--- config.mk ---
export PLATFORM = sky130hd
export DESIGN_NAME = fifo_burst_reader
export DESIGN_NICKNAME = d
export VERILOG_FILES = /design/src/rtl/fifo_reader_pkg.sv /design/src/rtl/fifo_skid_buf.sv /design/src/rtl/fifo_burst_reader.sv
export SDC_FILE = /design/constraint.sdc
export NUM_CORES = 1
export LEC_CHECK = 0
export BUFFER_PORTS_ARGS = -buffer_cell sky130_fd_sc_hd__buf_2
export CAP_MARGIN = 30
export CORE_MARGIN = 4
export CORE_UTILIZATION = 53
export DETAILED_ROUTE_END_ITERATION = 10
export PLACE_DENSITY = 0.86
export SETUP_SLACK_MARGIN = 0.02
export SYNTH_ARGS = -nofsm -noshare
export SYNTH_HDL_FRONTEND = slang
export SYNTH_SLANG_ARGS = --single-unit
--- constraint.sdc ---
create_clock -name clk -period 2.5 [get_ports clk]
set_input_delay 0.25 -clock clk [delete_from_list [all_inputs] [get_ports clk]]
set_output_delay 0.25 -clock clk [all_outputs]
set_load 0.02 [all_outputs]
--- src/rtl/fifo_reader_pkg.sv ---
// Shared types for the FIFO burst reader: FSM state encoding and stats counter widths.
package fifo_reader_pkg;

  typedef enum logic [1:0] {
    IDLE  = 2'd0,
    BURST = 2'd1,
    DRAIN = 2'd2
  } state_e;

  localparam int STATS_WORDS_W  = 32;
  localparam int STATS_BURSTS_W = 16;

endpackage

--- src/rtl/fifo_skid_buf.sv ---
// Two-entry output buffer between the FIFO read port and the stream interface.
module fifo_skid_buf #(
  parameter int WIDTH = 6
) (
  input  logic             clk,
  input  logic             reset,
  input  logic             push,
  input  logic [WIDTH-1:0] push_data,
  input  logic             pop,
  output logic [WIDTH-1:0] head,
  output logic             valid,
  output logic [1:0]       count
);

  logic [WIDTH-1:0] head_q, head_d;
  logic [WIDTH-1:0] tail_q, tail_d;
  logic [1:0]       count_q, count_d;
  logic             do_pop;

  always_comb begin
    head_d  = head_q;
    tail_d  = tail_q;
    count_d = count_q;
    do_pop  = pop && (count_q != 2'd0);
    case ({push, do_pop})
      2'b10: begin
        if (count_q == 2'd0) head_d = push_data;
        else                 tail_d = push_data;
        count_d = count_q + 2'd1;
      end
      2'b01: begin
        head_d  = tail_q;
        count_d = count_q - 2'd1;
      end
      // Simultaneous push and pop: occupancy unchanged, the queue shifts by one.
      2'b11: begin
        if (count_q == 2'd1) begin
          head_d = push_data;
        end else begin
          head_d = tail_q;
          tail_d = push_data;
        end
      end
      default: ;
    endcase
  end

  always_ff @(posedge clk or posedge reset) begin
    if (reset) begin
      head_q  <= '0;
      tail_q  <= '0;
      count_q <= 2'd0;
    end else begin
      head_q  <= head_d;
      tail_q  <= tail_d;
      count_q <= count_d;
    end
  end

  assign head  = head_q;
  assign valid = (count_q != 2'd0);
  assign count = count_q;

endmodule

--- src/rtl/fifo_burst_reader.sv ---
// Pops fixed-length (or flush-length) bursts from a FIFO and streams them out with first/last tags.
// Optional FIFO_READER_STATS_EN adds words_out/bursts_out transfer counters.
module fifo_burst_reader
  import fifo_reader_pkg::*;
#(
  parameter int DATA_WIDTH = 4,
  parameter int ADDR_WIDTH = 4,
  parameter int BURST_LEN  = 4
) (
  input  logic                  clk,
  input  logic                  reset,
  output logic                  rd,
  input  logic [DATA_WIDTH-1:0] r_data,
  input  logic                  empty,
  input  logic [ADDR_WIDTH+1:0] word_count,
  input  logic                  flush,
  output logic [DATA_WIDTH-1:0] m_data,
  output logic                  m_valid,
  input  logic                  m_ready,
  output logic                  m_first,
  output logic                  m_last,
  output logic                  busy
`ifdef FIFO_READER_STATS_EN
  ,
  output logic [STATS_WORDS_W-1:0]  words_out,
  output logic [STATS_BURSTS_W-1:0] bursts_out
`endif
);

  localparam int CW = ADDR_WIDTH + 2;
  localparam int BW = DATA_WIDTH + 2;
  typedef logic [CW-1:0] cnt_t;
  localparam cnt_t BURST_CNT = cnt_t'(BURST_LEN);
  localparam cnt_t ONE       = cnt_t'(1);

  state_e state_q, state_d;
  cnt_t   target_q, target_d;
  cnt_t   issued_q, issued_d;
  cnt_t   delivered_q, delivered_d;
  logic   inflight_q, inflight_d;
  logic   first_tag_q, first_tag_d;
  logic   last_tag_q, last_tag_d;
  logic   busy_q, busy_d;

  logic [BW-1:0] buf_head;
  logic          buf_valid;
  logic [1:0]    buf_count;
  logic [1:0]    occ_after;
  logic          xfer;

  assign xfer      = buf_valid && m_ready;
  // Count the slot freed by this cycle's transfer so a draining stream can sustain 1 word/cycle.
  assign occ_after = buf_count - {1'b0, xfer};
  assign rd        = (state_q == BURST) && (issued_q < target_q) && !empty &&
                     (({1'b0, inflight_q} + occ_after) < 2'd2);

  always_comb begin
    state_d     = state_q;
    target_d    = target_q;
    issued_d    = issued_q;
    delivered_d = delivered_q;
    inflight_d  = rd;
    first_tag_d = (issued_q == '0);
    last_tag_d  = (issued_q == target_q - ONE);
    case (state_q)
      IDLE: begin
        if (word_count >= BURST_CNT) begin
          state_d     = BURST;
          target_d    = BURST_CNT;
          issued_d    = '0;
          delivered_d = '0;
        end else if (flush && !empty) begin
          state_d     = BURST;
          target_d    = word_count;
          issued_d    = '0;
          delivered_d = '0;
        end
      end
      BURST: begin
        if (xfer) delivered_d = delivered_q + ONE;
        if (rd) begin
          issued_d = issued_q + ONE;
          if (issued_q + ONE == target_q) state_d = DRAIN;
        end
      end
      DRAIN: begin
        if (xfer) begin
          delivered_d = delivered_q + ONE;
          if (delivered_q + ONE == target_q) state_d = IDLE;
        end
      end
      default: state_d = IDLE;
    endcase
    busy_d = (state_d != IDLE);
  end

  always_ff @(posedge clk or posedge reset) begin
    if (reset) begin
      state_q     <= IDLE;
      target_q    <= '0;
      issued_q    <= '0;
      delivered_q <= '0;
      inflight_q  <= 1'b0;
      first_tag_q <= 1'b0;
      last_tag_q  <= 1'b0;
      busy_q      <= 1'b0;
    end else begin
      state_q     <= state_d;
      target_q    <= target_d;
      issued_q    <= issued_d;
      delivered_q <= delivered_d;
      inflight_q  <= inflight_d;
      first_tag_q <= first_tag_d;
      last_tag_q  <= last_tag_d;
      busy_q      <= busy_d;
    end
  end

  fifo_skid_buf #(
    .WIDTH(BW)
  ) u_buf (
    .clk      (clk),
    .reset    (reset),
    .push     (inflight_q),
    .push_data({r_data, first_tag_q, last_tag_q}),
    .pop      (m_ready),
    .head     (buf_head),
    .valid    (buf_valid),
    .count    (buf_count)
  );

  assign m_data  = buf_head[BW-1:2];
  assign m_valid = buf_valid;
  assign m_first = buf_valid & buf_head[1];
  assign m_last  = buf_valid & buf_head[0];
  assign busy    = busy_q;

`ifdef FIFO_READER_STATS_EN
  logic [STATS_WORDS_W-1:0]  words_q, words_d;
  logic [STATS_BURSTS_W-1:0] bursts_q, bursts_d;

  always_comb begin
    words_d  = words_q;
    bursts_d = bursts_q;
    if (xfer) words_d = words_q + 1'b1;
    if (xfer && m_last) bursts_d = bursts_q + 1'b1;
  end

  always_ff @(posedge clk or posedge reset) begin
    if (reset) begin
      words_q  <= '0;
      bursts_q <= '0;
    end else begin
      words_q  <= words_d;
      bursts_q <= bursts_d;
    end
  end

  assign words_out  = words_q;
  assign bursts_out = bursts_q;
`endif

endmodule

After elaboration in Yosys (flattened, before gate mapping)
Cells that the tools add are included.
{"block": "classes", "bitwise": 2, "addsub": 7, "eq_ne": 15, "n_reduce_logical": 23, "order_cmp": 3, "muxes": 22}
{"cell": "$mux W6", "count": 10}
{"cell": "$pmux W6 S2", "count": 3}
{"cell": "$eq A6 B6 Y1", "count": 3}
{"cell": "$pmux W6 S3", "count": 1}
{"cell": "$reduce_bool A2 Y1", "count": 7}
{"cell": "$add A6 B1 Y6 const B", "count": 2}
{"cell": "$mux W2", "count": 6}
{"cell": "$reduce_and A3 Y1", "count": 3}
{"cell": "$eq A2 B1 Y1 const B", "count": 3}
{"cell": "$eq A2 B2 Y1 const B", "count": 3}
{"cell": "$ge A6 B3 Y1 const B", "count": 1}
{"cell": "$logic_not A6 Y1", "count": 1}
{"cell": "$lt A6 B6 Y1", "count": 1}
{"cell": "$ne A2 B2 Y1 const B", "count": 3}
{"cell": "$pmux W2 S3", "count": 1}
{"cell": "$sub A6 B1 Y6 const B", "count": 1}
{"cell": "$logic_and A1 B1 Y1", "count": 5}
{"cell": "$logic_not A2 Y1", "count": 2}
{"cell": "$ne A2 B1 Y1 const B", "count": 2}
{"cell": "$pmux W2 S2", "count": 1}
{"cell": "$reduce_and A2 Y1", "count": 2}
{"cell": "$ne A3 B3 Y1 const B", "count": 1}
{"cell": "$reduce_bool A3 Y1", "count": 1}
{"cell": "$add A1 B2 Y2", "count": 1}
{"cell": "other kinds (7)", "count": 8}
{"block": "totals", "regBits": 38, "input_bits": 15, "wordCells": 83, "out_inout_bits": 9}

Longest topological paths before layout
Gate-level depths: netlist of the first run.
{"block": "logic_depth", "ltp_word": 9, "depth_mapped": 13, "mapped_depth_nobuf": 13}

Hierarchy
Synthesis of the first run repeated with hierarchy kept, for this count alone.
{"block": "hier_totals", "cells_unflattened": 276, "area_unflattened_um2": 2537.4}
{"mod": "fifo_burst_reader", "cells_each": 196, "area_each_um2": 1722.9, "n_inst": 1, "seq_area_each_um2": 600.6}
{"mod": "fifo_skid_buf", "cells_each": 80, "area_each_um2": 814.5, "n_inst": 1, "seq_area_each_um2": 350.3}

Worst setup path before layout of the first run
Ideal clock, no wire load.
{"block": "synth_path", "path_kind": "register to register", "from": "reg u_buf.count_q[0], in the netlist u_buf.count[0]", "to": "reg issued_q[5]", "synth_period_minus_slack_ps": 2714, "arrival_time_ps": 2596, "n_path_buf": 0, "path_stages_with_launch": 14, "required_ps": 2382, "setup_time_ps": 118, "setup_slack_ps": -214, "path_cell_list": "dfrtp_1 -> inv_1 -> ha_1 -> inv_1 -> nand2_1 -> clkinv_1 -> ha_1 -> nor2b_1 -> xnor2_1 -> nand4_1 -> clkinv_1 -> o21ai_1 -> a41o_1 -> a21o_1"}
{"block": "synth_between", "elab_chain_len": 8}
{"item": "from (decl)", "line_no": "fifo_skid_buf.sv:17", "source": "logic [1:0] count_q, count_d;"}
{"item": "from (signal assigned)", "line_no": "fifo_skid_buf.sv:56", "source": "count_q <= count_d;"}
{"item": "$reduce_bool A2 Y1", "line_no": "fifo_skid_buf.sv:61", "source": "assign valid = (count_q != 2'd0);"}
{"item": "via m_valid", "line_no": "fifo_burst_reader.sv:18", "source": "output logic m_valid,"}
{"item": "$logic_and A1 B1 Y1", "line_no": "fifo_burst_reader.sv:51", "source": "assign xfer = buf_valid && m_ready;"}
{"item": "$sub A2 B1 Y2", "line_no": "fifo_burst_reader.sv:53", "source": "assign occ_after = buf_count - {1'b0, xfer};"}
{"item": "$add A1 B2 Y2", "line_no": "fifo_burst_reader.sv:55", "source": "(({1'b0, inflight_q} + occ_after) < 2'd2);"}
{"item": "$lt A2 B2 Y1", "line_no": "fifo_burst_reader.sv:55"}
{"item": "$logic_and A1 B1 Y1", "line_no": "fifo_burst_reader.sv:54", "source": "assign rd = (state_q == BURST) && (issued_q < target_q) && !empty &&"}
{"item": "via rd", "line_no": "fifo_burst_reader.sv:12", "source": "output logic rd,"}
{"item": "$ne A2 B2 Y1 (no source line)"}
{"item": "$reduce_and A3 Y1 (no source line)"}
{"item": "to (signal assigned)", "line_no": "fifo_burst_reader.sv:110", "source": "issued_q <= issued_d;"}
{"item": "to (decl)", "line_no": "fifo_burst_reader.sv:38", "source": "cnt_t issued_q, issued_d;"}
The timed path passes the listed nets, and every way through them passes these cells.
A chain may end at the register's enable or synchronous reset.

Final worst setup path of the first run
{"block": "layout_path", "from": "reg u_buf.count_q[1], in the netlist u_buf.count[1]", "to": "reg busy_q, in the netlist busy"}
{"block": "layout_between", "elab_chain_len": 9, "word_cells_on_any_way": 10, "cone_classes": "add/sub (2); order compare (1); mux (3); reduce/logical (4)"}
{"item": "$reduce_bool A2 Y1", "line_no": "fifo_skid_buf.sv:61"}
{"item": "$logic_and A1 B1 Y1", "line_no": "fifo_burst_reader.sv:51"}
{"item": "$sub A2 B1 Y2", "line_no": "fifo_burst_reader.sv:53"}
{"item": "$add A1 B2 Y2", "line_no": "fifo_burst_reader.sv:55"}
{"item": "$lt A2 B2 Y1", "line_no": "fifo_burst_reader.sv:55"}
{"item": "$logic_and A1 B1 Y1", "line_no": "fifo_burst_reader.sv:54"}
{"item": "$mux W2", "line_no": "fifo_burst_reader.sv:81", "source": "if (rd) begin"}
{"item": "$pmux W2 S3 (*)", "line_no": "fifo_burst_reader.sv:65", "source": "case (state_q)"}
{"item": "$reduce_bool A2 Y1 (*)", "line_no": "fifo_burst_reader.sv:94", "source": "busy_d = (state_d != IDLE);"}
{"item": "via busy_d", "line_no": "fifo_burst_reader.sv:43", "source": "logic busy_q, busy_d;"}
{"item": "to (signal assigned)", "line_no": "fifo_burst_reader.sv:115", "source": "busy_q <= busy_d;"}
{"item": "to (decl)", "line_no": "fifo_burst_reader.sv:43"}
The timed path passes the listed nets; every way through them passes the cells marked *.

==> results of run 1 <==
==> report_power, final <==
part / switching, mW / internal [mW]
sequential: 0.165 / 0.793
clock: 0.229 / 0.298
combinational: 0.844 / 0.714
==> cell families after synthesis <==
logic type               after synthesis  share of synthesized area
AO/OA/AOI/OAI                         63                      0.176
XOR/XNOR                              24                     0.0916
adder cells (fa/ha/maj)               20                      0.100
buffers and inverters                 34                     0.0646
flip-flops                            38                      0.380
multiplexers                           6                     0.0270
AND/OR/NAND/NOR                       78                      0.160
==> stage by stage <==
stage,hold WS [ns],cells
floorplan,0.386,263
global placement,0.390,336
detailed placement,0.396,336
CTS,0.0767,344
global route,0.125,349
finish,0.0552,349
==> worst max-delay path, delay by kind of cell, from the launching register on <==
kind / cells / cell delay [ns]
adder cells (fa/ha/maj): 2 / 0.42
AND/OR/NAND/NOR: 4 / 0.87
flip-flops: 1 / 0.41
XOR/XNOR: 1 / 0.17
buffers and inverters: 3 / 0.18
AO/OA/AOI/OAI: 2 / 0.29
==> cell usage in the layout, fill, tap and decap left out, types with 7 or more instances in the layout <==
master / synthesis / final
inv_1: 20 / 17
nand2_1: 29 / 28
nor2_1: 8 / 8
nand3_1: 11 / 11
a21o_1: 7 / 7
buf_4: 5 / 14
ha_1: 20 / 17
xor2_1: 12 / 11
buf_2: 0 / 23
o21ai_0: 21 / 21
xnor2_1: 11 / 10
dfrtp_1: 38 / 38
==> per-layer routing <==
| layer | global-route usage | part of all wire | up-vias |
|---|---|---|---|
| met3 | 0.0293 | 0.034 | 9 |
| met4 | 0.0652 | 0.020 | 0 |
| met2 | 0.304 | 0.48 | 47 |
| li1 | - | - | 981 |
| met1 | 0.247 | 0.47 | 931 |
| met5 | 0 | 0 | - |
==> sequential cells by signal (all words and copies together), names as in the netlist <==
signal	cells
first_tag_q	1
target_q	6
u_buf.head	6
delivered_q	6
inflight_q	1
state_q	2
issued_q	6
u_buf.tail_q	6
last_tag_q	1
busy	1
u_buf.count	2
==> timing repair <==
action | 4_1_cts | 5_1_grt
gates resized for setup | 0 | 16
setup buffers | 0 | 5
hold buffers | 0 | 0
setup endpoints to repair | 0 | 10
==> worst max path at each step <==
stage / from / to / cells after the start
final: u_buf.count[1]$_DFFE_PP0P_ / busy$_DFF_PP0_ / 12
after global routing: u_buf.count[1]$_DFFE_PP0P_ / state_q[1]$_DFF_PP0_ / 11
after CTS: u_buf.count[0]$_DFFE_PP0P_ / rd / 11
after detailed placement: u_buf.count[0]$_DFFE_PP0P_ / busy$_DFF_PP0_ / 12
after global placement: u_buf.count[0]$_DFFE_PP0P_ / state_q[1]$_DFF_PP0_ / 11
after floorplan: u_buf.count[0]$_DFFE_PP0P_ / state_q[1]$_DFF_PP0_ / 11
==> final cells by class <==
| type | count | area (sq um) | share of cell area |
|---|---|---|---|
| Tap cell | 52 | 65.1 | 0.0224 |
| Inverter | 23 | 92.6 | 0.0319 |
| Clock inverter | 2 | 37.5 | 0.0129 |
| Sequential cell | 38 | 951 | 0.327 |
| Multi-Input combinational cell | 191 | 1470 | 0.505 |
| Timing Repair Buffer | 37 | 220 | 0.0758 |
| Clock buffer | 6 | 72.6 | 0.0250 |
==> flow_metrics.env, run 1 <==
export IMPL_die_area_sq_um=5880
export IMPL_numPortBuffers=23
export IMPL_r2r_cells=12
export IMPL_cts_made_buffers=5
export IMPL_crit_chain="inv_2 -> ha_4 -> inv_4 -> nand2_4 -> inv_4 -> ha_4 -> nor2b_4 -> xnor2_2 -> nand4_1 -> or4_4 -> o311ai_1 -> a31o_1"
export IMPL_p_total_mw=3.04
export IMPL_cts_tree="done"
export IMPL_drive_gt1_frac=0.239
export IMPL_overflow=0
export IMPL_dieWidth_um=76.7
export IMPL_clk_latency_ns=0.29
export IMPL_n_fill_cell=352
export IMPL_syn_area_sq_um=2500
export IMPL_n_antenna_cell=0
export IMPL_setup_worst_path_start_class="flip-flop"
export IMPL_gp_congestion=0.901
export IMPL_grt_max_degree=39
export IMPL_ant_nets=0
export IMPL_stdcell_area_sq_um=2910
export IMPL_cts_max_level=2
export IMPL_reg2reg_slack_ns=0.1
export IMPL_crit_type="flip-flop to flip-flop"
export IMPL_pre_cts_ws_ns=0.0709
export IMPL_hpwl_um=3810
export IMPL_final_nets=331
export IMPL_setup_viol=0
export IMPL_arrival_ns=2.63
export IMPL_cap_violations=0
export IMPL_synth_seq_area_share=0.380
export IMPL_ys_warnings_count=0
export IMPL_netlist_instances=263
export IMPL_wirelength_um=5350
export IMPL_antenna_found_initial=0
export IMPL_r2r_end="busy$_DFF_PP0_"
export IMPL_via_count=1968
export IMPL_placed_area_sq_um=2680
export IMPL_path_max_fanout=3
export IMPL_status="completed"
export IMPL_synthTopCellsByArea="dfrtp_1 (38%), ha_1 (10%), nand2_1 (4.4%), o21ai_0 (4.2%), xor2_1 (4.2%)"
export IMPL_syn_nets=298
export IMPL_clk_pin_slew_ns=0.08
export IMPL_timing_final_crit_period_ns=2.40
export IMPL_synth_ff_type="dfrtp_1"
export IMPL_min_path_type="input port to async pin"
export IMPL_yosysTopAreaCell="dfrtp_1"
export IMPL_synth_edff_count=0
export IMPL_clock_skew_ns=0.00465
export IMPL_root_buffer="clkbuf_8"
export IMPL_syn_to_final_growth_pct=16.3
export IMPL_critPathCaptureType="flip-flop"
export IMPL_period_share=0.961
export IMPL_async_flop_share=1.00
export IMPL_io_pins=24
export IMPL_slew_headroom=0.552
export IMPL_synth_common_cells="dfrtp_1 (38), nand2_1 (29), o21ai_0 (21), ha_1 (20), inv_1 (20)"
export IMPL_ys_ff_latch=38
export IMPL_fmax_ghz=0.416
export IMPL_fin_tns_setup_ns=0
export IMPL_yosysTopAreaCellShare=0.380
export IMPL_globalRouteTotalUtil=0.185
export IMPL_utilization=0.650
export IMPL_cts_sinks=38
export IMPL_crit_path_max_incr_delay_ns=0.57
export IMPL_drt_pass1_iter_count=4
export IMPL_vias_per_cell=5.64
export IMPL_drc_errors=0
export IMPL_ys_types=49
export IMPL_row_count=24
export IMPL_wl_per_cell_um=15.3
export IMPL_p_leak_nw=1.35
export IMPL_final_hold_viol_count=0
export IMPL_r2r_start="u_buf.count[1]$_DFFE_PP0P_"
export IMPL_power_density_nw_per_um2=1050
export IMPL_syn_avg_cell_area_sq_um=9.51
export IMPL_grt_pass1_wl_um=8850
export IMPL_finalMaxSlewViolations=0
export IMPL_drt_iter0_markers=82
export IMPL_crit_required_ns=2.73
export IMPL_peakVddDrop_mv=0.548
export IMPL_worst_slew_pin_transition_ns=0.672
export IMPL_die_y_um=76.7
export IMPL_grt_pass1_vias=1853
export IMPL_clk_path_buf_depth=2
export IMPL_core_area_sq_um=4470
export IMPL_start_util=0.559
export IMPL_synth_most_common_cell="dfrtp_1"
export IMPL_layout_setup_ws_ns=0.0987
export IMPL_cp_slowest_cell="or4_4"
No activity file was read; power rests on OpenSTA's default activity.
==> run 2: changes to the inputs <==
--- a/config.mk
+++ b/config.mk
@@ -11,6 +11,7 @@
 export CORE_UTILIZATION = 53
 export DETAILED_ROUTE_END_ITERATION = 10
 export PLACE_DENSITY = 0.86
+export RECOVER_POWER = 50
 export SETUP_SLACK_MARGIN = 0.02
 export SYNTH_ARGS = -nofsm -noshare
 export SYNTH_HDL_FRONTEND = slang
==> run 2 against run 1 <==
  * The flow now finishes with violations (max-capacitance violations, max-slew violations)
  * Flip-flop and latch count unchanged
  * Core utilization down 0.20 points
  * First-iteration DRC count rose by 48%
  * Final cell count stayed put
  * Critical path type unchanged
==> flow_metrics.env, run 2 (synthesized netlist as in run 1, its figures left out) <==
export IMPL_status="finished with violations"
export IMPL_violations="max-capacitance violations, max-slew violations"
export IMPL_n_fill_cell=354
export IMPL_final_nets=331
export IMPL_io_pins=24
export IMPL_crit_path_max_incr_delay_ns=0.57
export IMPL_drive_gt1_frac=0.222
export IMPL_r2r_start="u_buf.count[1]$_DFFE_PP0P_"
export IMPL_final_hold_viol_count=0
export IMPL_peakVddDrop_mv=0.547
export IMPL_path_max_fanout=3
export IMPL_regArea_sq_um=951
export IMPL_cts_made_buffers=5
export IMPL_n_antenna_cell=0
export IMPL_layout_commonest_cell="dfrtp_1"
export IMPL_gp_congestion=0.901
export IMPL_critPathCaptureType="flip-flop"
export IMPL_fin_tns_setup_ns=0
export IMPL_cts_tree="done"
export IMPL_setup_viol=0
export IMPL_cp_slowest_cell="or4_4"
export IMPL_numPortBuffers=23
export IMPL_clock_skew_ns=0.00514
export IMPL_row_count=24
export IMPL_clk_pin_slew_ns=0.08
export IMPL_worstSetupPathDepth=12
export IMPL_grt_max_degree=39
export IMPL_slew_headroom=-0.360
export IMPL_root_buffer="clkbuf_8"
export IMPL_r2r_cells=12
export IMPL_most_common_layout_cells="dfrtp_1 (38), nand2_1 (28), o21ai_0 (21), buf_2 (19)"
export IMPL_overflow=0
export IMPL_crit_type="flip-flop to flip-flop"
export IMPL_wirelength_um=5380
export IMPL_syn_to_final_growth_pct=15.9
export IMPL_setup_worst_path_start_class="flip-flop"
export IMPL_clk_path_buf_depth=2
export IMPL_antenna_found_initial=0
export IMPL_p_leak_nw=1.33
export IMPL_power_density_nw_per_um2=1050
export IMPL_fmax_ghz=0.416
export IMPL_placed_area_sq_um=2680
export IMPL_grt_pass1_wl_um=8850
export IMPL_cp_startpoint="u_buf.count[1]$_DFFE_PP0P_"
export IMPL_cap_violations=1
export IMPL_hpwl_um=3810
export IMPL_arrival_ns=2.64
export IMPL_r2r_end="busy$_DFF_PP0_"
export IMPL_dieWidth_um=76.7
export IMPL_grt_pass1_vias=1853
export IMPL_pre_cts_ws_ns=0.0709
export IMPL_reg2reg_slack_ns=0.09
export IMPL_drt_iter0_markers=121
export IMPL_globalRouteTotalUtil=0.185
export IMPL_multi_input_comb_area_sq_um=1470
export IMPL_cts_sinks=38
export IMPL_layout_setup_ws_ns=0.0939
export IMPL_period_share=0.962
export IMPL_drt_pass1_iter_count=4
export IMPL_die_y_um=76.7
export IMPL_worstHoldStart="word_count[1]"
export IMPL_drc_errors=0
export IMPL_vias_per_cell=5.68
export IMPL_wl_per_cell_um=15.4
export IMPL_die_area_sq_um=5880
export IMPL_core_area_sq_um=4470
export IMPL_clk_latency_ns=0.29
export IMPL_worst_path_buf_inv=3
export IMPL_critPathCapture="busy$_DFF_PP0_"
export IMPL_worst_slew_pin_transition_ns=2.04
export IMPL_finalMaxSlewViolations=39
export IMPL_cts_max_level=2
export IMPL_start_util=0.559
export IMPL_stdcell_area_sq_um=2900
export IMPL_timing_final_crit_period_ns=2.41
export IMPL_crit_required_ns=2.73
export IMPL_min_path_type="input port to flip-flop"
export IMPL_ant_nets=0
export IMPL_via_count=1981
export IMPL_crit_family="simple AND/OR/NAND/NOR gates"
export IMPL_crit_chain="inv_2 -> ha_4 -> inv_4 -> nand2_4 -> inv_4 -> ha_4 -> nor2b_4 -> xnor2_2 -> nand4_1 -> or4_4 -> o311ai_1 -> a31o_1"
run 2: cell type report:
class / count / area share
Timing Repair Buffer: 37 / 0.0730
Tap cell: 52 / 0.0225
Clock buffer: 6 / 0.0250
Multi-Input combinational cell: 191 / 0.506
Clock inverter: 2 / 0.0130
Sequential cell: 38 / 0.328
Inverter: 23 / 0.0320
run 2: power by group:
group,total [mW],internal (mW),switching [mW],leakage [nW]
registers,0.959,0.793,0.166,0.492
logic,1.55,0.705,0.844,0.789
clock network,0.527,0.298,0.229,0.0514
run 2: per-stage QoR:
stage	power, mW	std cells	hold slack, ns	util
CTS	2.83	344	0.0767	0.624
global route	3.27	349	0.197	0.648
finish	3.03	349	0.191	0.648
floorplan	2.00	263	0.386	-
global placement	2.24	336	0.390	0.600
detailed placement	2.30	336	0.396	0.600
run 2: how the worst min path moves through the flow:
stage | end | slack [ns] | cells after the start
6_report | target_q[1]$_DFFE_PP0P_ | 0.19 | 3
3_3_place_gp | u_buf.head[0]$_DFFE_PP0P_ | 0.39 | 3
4_1_cts | u_buf.head[1]$_DFFE_PP0P_ | 0.08 | 3
3_5_place_dp | u_buf.head[0]$_DFFE_PP0P_ | 0.40 | 3
2_1_floorplan | target_q[0]$_DFFE_PP0P_ | 0.39 | 2
5_1_grt | u_buf.tail_q[2]$_DFFE_PP0P_ | 0.20 | 2
run 2: what timing repair did:
item | CTS | global route
resized for setup | 0 | 16
setup endpoints to repair | 0 | 10
hold buffers | 0 | 0
setup buffers | 0 | 5
run 2: routing by layer:
layer / global-route usage / vias to the layer above / part of all wire / routed length, um
li1: - / 981 / - / -
met1: 0.247 / 943 / 0.47 / 2520
met2: 0.304 / 46 / 0.47 / 2520
met3: 0.0293 / 11 / 0.041 / 222
met4: 0.0652 / 0 / 0.021 / 115
met5: 0 / - / 0 / 0
run 2: worst reg2reg max path: cells and delay by family, from the launching register on:
family,cells,cell delay [ns]
AND/OR/NAND/NOR,4,0.87
adder cells (fa/ha/maj),2,0.42
flip-flops,1,0.41
AO/OA/AOI/OAI,2,0.29
buffers and inverters,3,0.18
XOR/XNOR,1,0.17
